### src/rtl/pipe_hazard_ctrl.sv
// Pipeline sequencer: load-use stall, taken-branch flush, data-memory freeze with timeout error.
// Outputs are combinational from registered state plus inputs; counters update on the rising edge.
module pipe_hazard_ctrl #(
  parameter int MEM_TIMEOUT = 16,
  parameter int CNT_W       = 32
) (
  input  logic             clk,
  input  logic             reset_n,
  input  logic [4:0]       IfId_RS_One,
  input  logic [4:0]       IfId_RS_Two,
  input  logic             IdEx_MemRead,
  input  logic [4:0]       IdEx_rd,
  input  logic             Ex_Branch_Taken,
  input  logic             ExMem_MemRead,
  input  logic             ExMem_MemWrite,
  input  logic             Dmem_Ack,
  output logic             Dmem_Req,
  output logic             Pc_Write,
  output logic             Pc_Sel,
  output logic             IfId_Write,
  output logic             IfId_Flush,
  output logic             IdEx_Write,
  output logic             IdEx_Flush,
  output logic             ExMem_Write,
  output logic             MemWb_Bubble,
  output logic             Mem_Err,
  output logic [CNT_W-1:0] Stall_Cnt,
  output logic [CNT_W-1:0] Flush_Cnt
);

  localparam int WAIT_W = $clog2(MEM_TIMEOUT + 1);

  typedef enum logic [1:0] {
    ST_RUN      = 2'd0,
    ST_MEM_WAIT = 2'd1,
    ST_ERROR    = 2'd2
  } state_t;

  state_t            state_q, state_d;
  logic [WAIT_W-1:0] wait_q, wait_d;
  logic [CNT_W-1:0]  stall_q, flush_q;

  logic mem_op, load_use, freeze;
  logic req_c, pc_write_c, pc_sel_c, ifid_write_c, ifid_flush_c;
  logic idex_write_c, idex_flush_c, exmem_write_c, bubble_c;

  assign mem_op   = ExMem_MemRead | ExMem_MemWrite;
  assign load_use = IdEx_MemRead && (IdEx_rd != 5'd0) &&
                    ((IdEx_rd == IfId_RS_One) || (IdEx_rd == IfId_RS_Two));

  always_comb begin
    state_d       = state_q;
    wait_d        = wait_q;
    freeze        = 1'b0;
    req_c         = 1'b0;
    pc_write_c    = 1'b0;
    pc_sel_c      = 1'b0;
    ifid_write_c  = 1'b0;
    ifid_flush_c  = 1'b0;
    idex_write_c  = 1'b0;
    idex_flush_c  = 1'b0;
    exmem_write_c = 1'b0;
    bubble_c      = 1'b0;
    case (state_q)
      ST_ERROR: bubble_c = 1'b1;
      default: begin
        req_c  = mem_op;
        // In MEM_WAIT the EX/MEM stage is frozen, so only the ack decides.
        freeze = ((state_q == ST_MEM_WAIT) || mem_op) && !Dmem_Ack;
        if (freeze) begin
          bubble_c = 1'b1;
          if (state_q == ST_RUN) begin
            state_d = ST_MEM_WAIT;
            wait_d  = WAIT_W'(1);
          end else if (wait_q == WAIT_W'(MEM_TIMEOUT)) begin
            state_d = ST_ERROR;
          end else begin
            wait_d = wait_q + WAIT_W'(1);
          end
        end else begin
          state_d       = ST_RUN;
          wait_d        = '0;
          pc_write_c    = 1'b1;
          ifid_write_c  = 1'b1;
          idex_write_c  = 1'b1;
          exmem_write_c = 1'b1;
          // A taken branch flushes the younger instruction, masking any load-use on it.
          if (Ex_Branch_Taken) begin
            pc_sel_c     = 1'b1;
            ifid_flush_c = 1'b1;
            idex_flush_c = 1'b1;
          end else if (load_use) begin
            pc_write_c   = 1'b0;
            ifid_write_c = 1'b0;
            idex_flush_c = 1'b1;
          end
        end
      end
    endcase
  end

  assign Dmem_Req     = reset_n & req_c;
  assign Pc_Write     = reset_n & pc_write_c;
  assign Pc_Sel       = reset_n & pc_sel_c;
  assign IfId_Write   = reset_n & ifid_write_c;
  assign IfId_Flush   = reset_n & ifid_flush_c;
  assign IdEx_Write   = reset_n & idex_write_c;
  assign IdEx_Flush   = reset_n & idex_flush_c;
  assign ExMem_Write  = reset_n & exmem_write_c;
  assign MemWb_Bubble = reset_n & bubble_c;
  assign Mem_Err      = reset_n & (state_q == ST_ERROR);
  assign Stall_Cnt    = stall_q;
  assign Flush_Cnt    = flush_q;

  always_ff @(posedge clk or negedge reset_n) begin
    if (!reset_n) begin
      state_q <= ST_RUN;
      wait_q  <= '0;
      stall_q <= '0;
      flush_q <= '0;
    end else begin
      state_q <= state_d;
      wait_q  <= wait_d;
      if (!pc_write_c && (stall_q != {CNT_W{1'b1}}))
        stall_q <= stall_q + CNT_W'(1);
      if (pc_sel_c && (flush_q != {CNT_W{1'b1}}))
        flush_q <= flush_q + CNT_W'(1);
    end
  end

endmodule

### config.mk
export PLATFORM = sky130hd
export DESIGN_NAME = pipe_hazard_ctrl
export DESIGN_NICKNAME = d
export VERILOG_FILES = /design/src/rtl/pipe_hazard_ctrl.sv
export SDC_FILE = /design/constraint.sdc
export NUM_CORES = 1
export LEC_CHECK = 0
export CAP_MARGIN = 20
export CELL_PAD_IN_SITES_DETAIL_PLACEMENT = 1
export CELL_PAD_IN_SITES_GLOBAL_PLACEMENT = 2
export CORE_MARGIN = 2
export CORE_UTILIZATION = 27
export CTS_CLUSTER_DIAMETER = 200
export CTS_CLUSTER_SIZE = 8
export DETAILED_ROUTE_END_ITERATION = 8
export GPL_TIMING_DRIVEN = 0
export PLACE_DENSITY_LB_ADDON = 0.12
export SLEW_MARGIN = 40
export SYNTH_ARGS = -nofsm -noshare
export SYNTH_HDL_FRONTEND = slang
export SYNTH_SLANG_ARGS = --single-unit
### constraint.sdc
create_clock -name clk -period 2.15 [get_ports clk]
set_input_delay 0.43 -clock clk [delete_from_list [all_inputs] [get_ports clk]]
set_output_delay 0.43 -clock clk [all_outputs]
set_load 0.02 [all_outputs]
=== After elaboration in Yosys (flattened, before gate mapping) ===
Index checks and enable logic that the tools add are counted.

* Add/subtract/negate cells: 3
* Equal/unequal tests: 9
* Multiplexer cells: 22
* Bitwise logic cells: 9
* Reductions and logical operators: 13

{| class="wikitable"
|+ Operators with widths
! kind !! count
|-
| $add A32 B1 Y32 const B || 2
|-
| $ne A32 B32 Y1 const B || 2
|-
| $mux W1 || 16
|-
| $mux W5 || 3
|-
| $eq A5 B5 Y1 || 2
|-
| $and A1 B1 Y1 || 7
|-
| $mux W2 || 3
|-
| $add A5 B1 Y5 const B || 1
|-
| $eq A5 B5 Y1 const B || 1
|-
| $logic_and A1 B1 Y1 || 5
|-
| $reduce_bool A5 Y1 || 1
|-
| $reduce_and A2 Y1 || 2
|-
| $ne A3 B1 Y1 const B || 1
|-
| $ne A3 B3 Y1 const B || 1
|-
| $eq A2 B1 Y1 const B || 1
|-
| $eq A2 B2 Y1 const B || 1
|-
| $logic_not A1 Y1 || 2
|-
| $logic_not A2 Y1 || 1
|-
| $logic_or A1 B1 Y1 || 2
|-
| $not A1 Y1 || 1
|-
| $or A1 B1 Y1 || 1
|}

* Register bits: 71
* Input port bits: 22

=== Longest topological paths before layout ===
* Depth after elaboration: 9
* Gate-level depth with buffers: 9
* Gate-level depth less buffers: 7

=== Worst setup path after synthesis ===
OpenSTA, ideal clock, no wires.

* Path kind: reg-to-reg
* From: reg stall_q[0] (netlist: Stall_Cnt[0])
* To: reg stall_q[1] (netlist: Stall_Cnt[1])
* Setup time: 0.128 ns
* Data arrival time: 2.283 ns
* Required time: 2.022 ns
* Path slack: -0.261 ns
* Stages on the path, launching flop included: 8
* Clock period less this slack: 2.411 ns
* Cells stage by stage: dfrtp_1 -> ha_1 -> and4_1 -> nand4_1 -> or4_4 -> buf_6 -> nand2_1 -> mux2_1

* Longest elaborated chain between the ends: 2
* Elaborated cells between the ends (all ways): 3

{| class="wikitable"
|+ RTL lines
! what !! RTL line !! source
|-
| start, declared || 41 || <nowiki>logic [CNT_W-1:0] stall_q, flush_q;</nowiki>
|-
| start signal, assigned || 125 || <nowiki>stall_q <= stall_q + CNT_W'(1);</nowiki>
|-
| parallel branches: the longest is 2 deep, another holds $add A32 B1 Y32 || - ||
|}

Parallel ways; which one is timed is not known.
A chain may end at the register's enable or synchronous reset.

=== Worst setup path after layout ===
Ends and elaborated chain as after synthesis.

==> reports/metrics.cfg <==
[logic_synthesis]
yosysTopAreaCell=dfrtp_1
netlist_area_sq_um=3725
synthFlopType=dfrtp_1
synth-seq-cells=71
synth.distinct_cells=48
synth_nets=392
netlist_instances=366
synthArstFlopShare=1.000
seq_area_frac_synth=0.4770
yosysWarnings=0
synth_top_cell_area_share=0.4770
postSynthAreaPerCell_sq_um=10.18
netlist_top_cells_area=dfrtp_1, xnor2_1, xor2_1, nand3_1, nand4_1
synth_edf_count=0

[critical_path]
cp.required_ps=2370
critPathKind=register to register
critPathMaxFanout=7
rrSetupSlack_ps=8
crit_path_end_kind=register
startpoint_type=register
critPathArrivalTime_ps=2360

[global_routing]
antenna_found_initial=0
grt_pass1_vias=3494
gr-total-overflow=0
grt_first_pass_wirelength_um=18130
track_usage=0.1579
grt_max_degree=42

[power]
power.density_nw_per_um2=722.0
clock_power_share=0.355
peakVddDrop_mv=0.4249
p_int_uw=2876
p_seq_frac=0.401
p_sw_uw=1226
leakagePower_uw=0.002380
switching_share=0.2990
power_frac_comb=0.244

[die]
die_h_um=121.5
coreArea_sq_um=13350
design.portCount=96
start_util=0.2791
fp-row-count=42
die_w_um=121.5
die_area_sq_um=14750

[timing]
setup_viol=0
rsz0062_at_grt=yes
finalCriticalPeriod_ps=2142
slew_headroom=0.6380
finClkSkew_ps=9.551
worst_pin_slew_ps=535.4
tns_ps=0
slew_violations=0
max_freq_mhz=466.8
fin_crit_sh=0.9964
finalHoldViolations=0

[drt]
antenna_left=0
drc=0
dr.first_iter.drc_count=115
drt-total-wl_um=11010
drt-pass1-iter-count=5
viasPerCell=4.781
drt-wirelength-per-cell_um=16.00
vias=3289

[cells_and_area]
nets=533
layout-drive-gt1-share=0.2363
post-route-util=0.4257
area_growth_pct=52.54
antenna_cells=0
final_cell_count_no_fill=688

[clock_tree]
cts_tree=done
cts.htree.levels=3
clk_pin_slew_ps=60
cts.sinks=71
clockRootBuffer=clkbuf_16
clk_path_buf_depth=2
clock_latency_ps=340
cts_inserted_buffers=9

[placed_design]
dp_cells=638
globalplace.congestion=0.7061
hpwl_um=7586
numPortBuffers=95

[outcome]
status=complete, no violations

[job]
drv_cap=0

[worst_hold_path]
hp-class=primary input to async pin

[critical path, stage by stage, from the launching register on]
cell and delay (ps):
dfrtp_2 390, ha_4 140, and4_4 240, nand4_1 230, or4_4 510, buf_8 160, nand2_4 70, mux2_4 300
[cells in the mapped netlist, types with 2 or more instances]
library cell,instances
a211oi_1,2
a21oi_1,10
and2_1,5
and3_1,13
and4_1,10
buf_4,4
clkbuf_1,2
dfrtp_1,71
ha_1,4
inv_1,11
nand2_1,25
nand2b_1,3
nand3_1,35
nand3b_1,2
nand4_1,21
nor2_1,24
nor2b_1,2
nor3_1,9
nor3b_1,2
nor4_1,5
o21ai_0,6
o31ai_1,2
or4_1,2
or4bb_1,2
xnor2_1,45
xor2_1,27
[layout by cell type (no fill, tap or decap), types with 2 or more instances in the layout]
master and count:
and4_1 8, clkbuf_1 4, clkbuf_16 9, nor2_1 22, and2_1 4, a21oi_1 10
clkbuf_2 4, ha_1 3, nand2_1 24, buf_4 36, nand2b_4 2, buf_6 5
nand3_1 27, nor2_2 2, nand3_2 8, clkdlybuf4s15_1 5, or4bb_1 2, nor4_1 3
xor2_1 27, or4_4 2, nor3_1 5, and3_4 2, clkdlybuf4s50_1 67, nand4_1 21
nor3b_1 2, nand3b_1 2, and4_4 2, and3_1 12, buf_8 2, dfrtp_1 60
xnor2_1 45, inv_1 11, dfrtp_2 11, dlygate4sd2_1 9, buf_2 8, o21ai_0 5
nor4_4 3, nor3_2 3
[worst paths after layout]
check / from / depth (start not counted) / to
max in group asynchronous: reset_n / 2 / wait_q[2]
min reg2reg: Flush_Cnt[15] / 1 / Flush_Cnt[15]
max reg2reg: Stall_Cnt[0] / 7 / Stall_Cnt[1]
max: Stall_Cnt[0] / 7 / Stall_Cnt[1]
min: reset_n / 2 / Stall_Cnt[7]
min in group clk: Flush_Cnt[15] / 1 / Flush_Cnt[15]
[per-layer routing]
metal / vias up / track usage / wire (um)
met4: 0 / 0.03448 / 101
met1: 1651 / 0.2039 / 5029
met3: 8 / 0.05122 / 437
li1: 1579 / - / -
met5: - / 0 / 0
met2: 51 / 0.2581 / 5438
[repair_timing]
item,4_1_cts,5_1_grt
gates cloned,0,0
pin swaps,13,16
resized for setup,91,32
hold buffers,2,0
endpoints found under the hold margin,26,0
buffers inserted,18,16
endpoints found under the setup margin,57,44
[power groups by stage]
stage / clock network [uW] / logic, uW / registers [uW]
after global placement: 0 / 847 / 1670
after floorplan: 0 / 305 / 1770
after CTS: 1510 / 979 / 1640
after global routing: 1570 / 1090 / 1670
final: 1460 / 1000 / 1640
after detailed placement: 0 / 870 / 1670
[registers in the layout (all words and copies together) (netlist names)]
signal,count
state_q,2
Stall_Cnt,32
wait_q,5
Flush_Cnt,32
[layout make-up]
class,count,area (sq um)
Sequential cell,71,1790
Inverter,11,41.29
Buffer,7,62.56
Tap cell,176,220.2
Multi-Input combinational cell,275,2072
Timing Repair Buffer,132,1211
Clock buffer,13,240.2
Fill cell,1519,7666
Clock inverter,3,43.79
[per-stage QoR]
| step | hold WS (ps) | setup slack [ps] | total power (uW) | instance area, sq um |
|---|---|---|---|---|
| after floorplan | 134.4 | -10.38 | 2079 | 3760 |
| after global placement | 470.2 | -3401 | 2518 | 4931 |
| after detailed placement | 353.0 | -996.4 | 2542 | 4966 |
| after CTS | 68.56 | 0.6979 | 4127 | 5493 |
| after global routing | 75.79 | -43.61 | 4324 | 5682 |
| final | 64.63 | 7.703 | 4102 | 5682 |
[logic make-up after synthesis]
group / share of synthesized area
DFF: 0.4770
adders and majority gates: 0.01344
and+or+nand+nor: 0.2580
buffers and inverters: 0.02956
AOI/OAI and AO/OA: 0.04669
muxes: 0.006046
xor gates and xnor gates: 0.1693
Note: power is estimated with default switching activity, not from simulation.
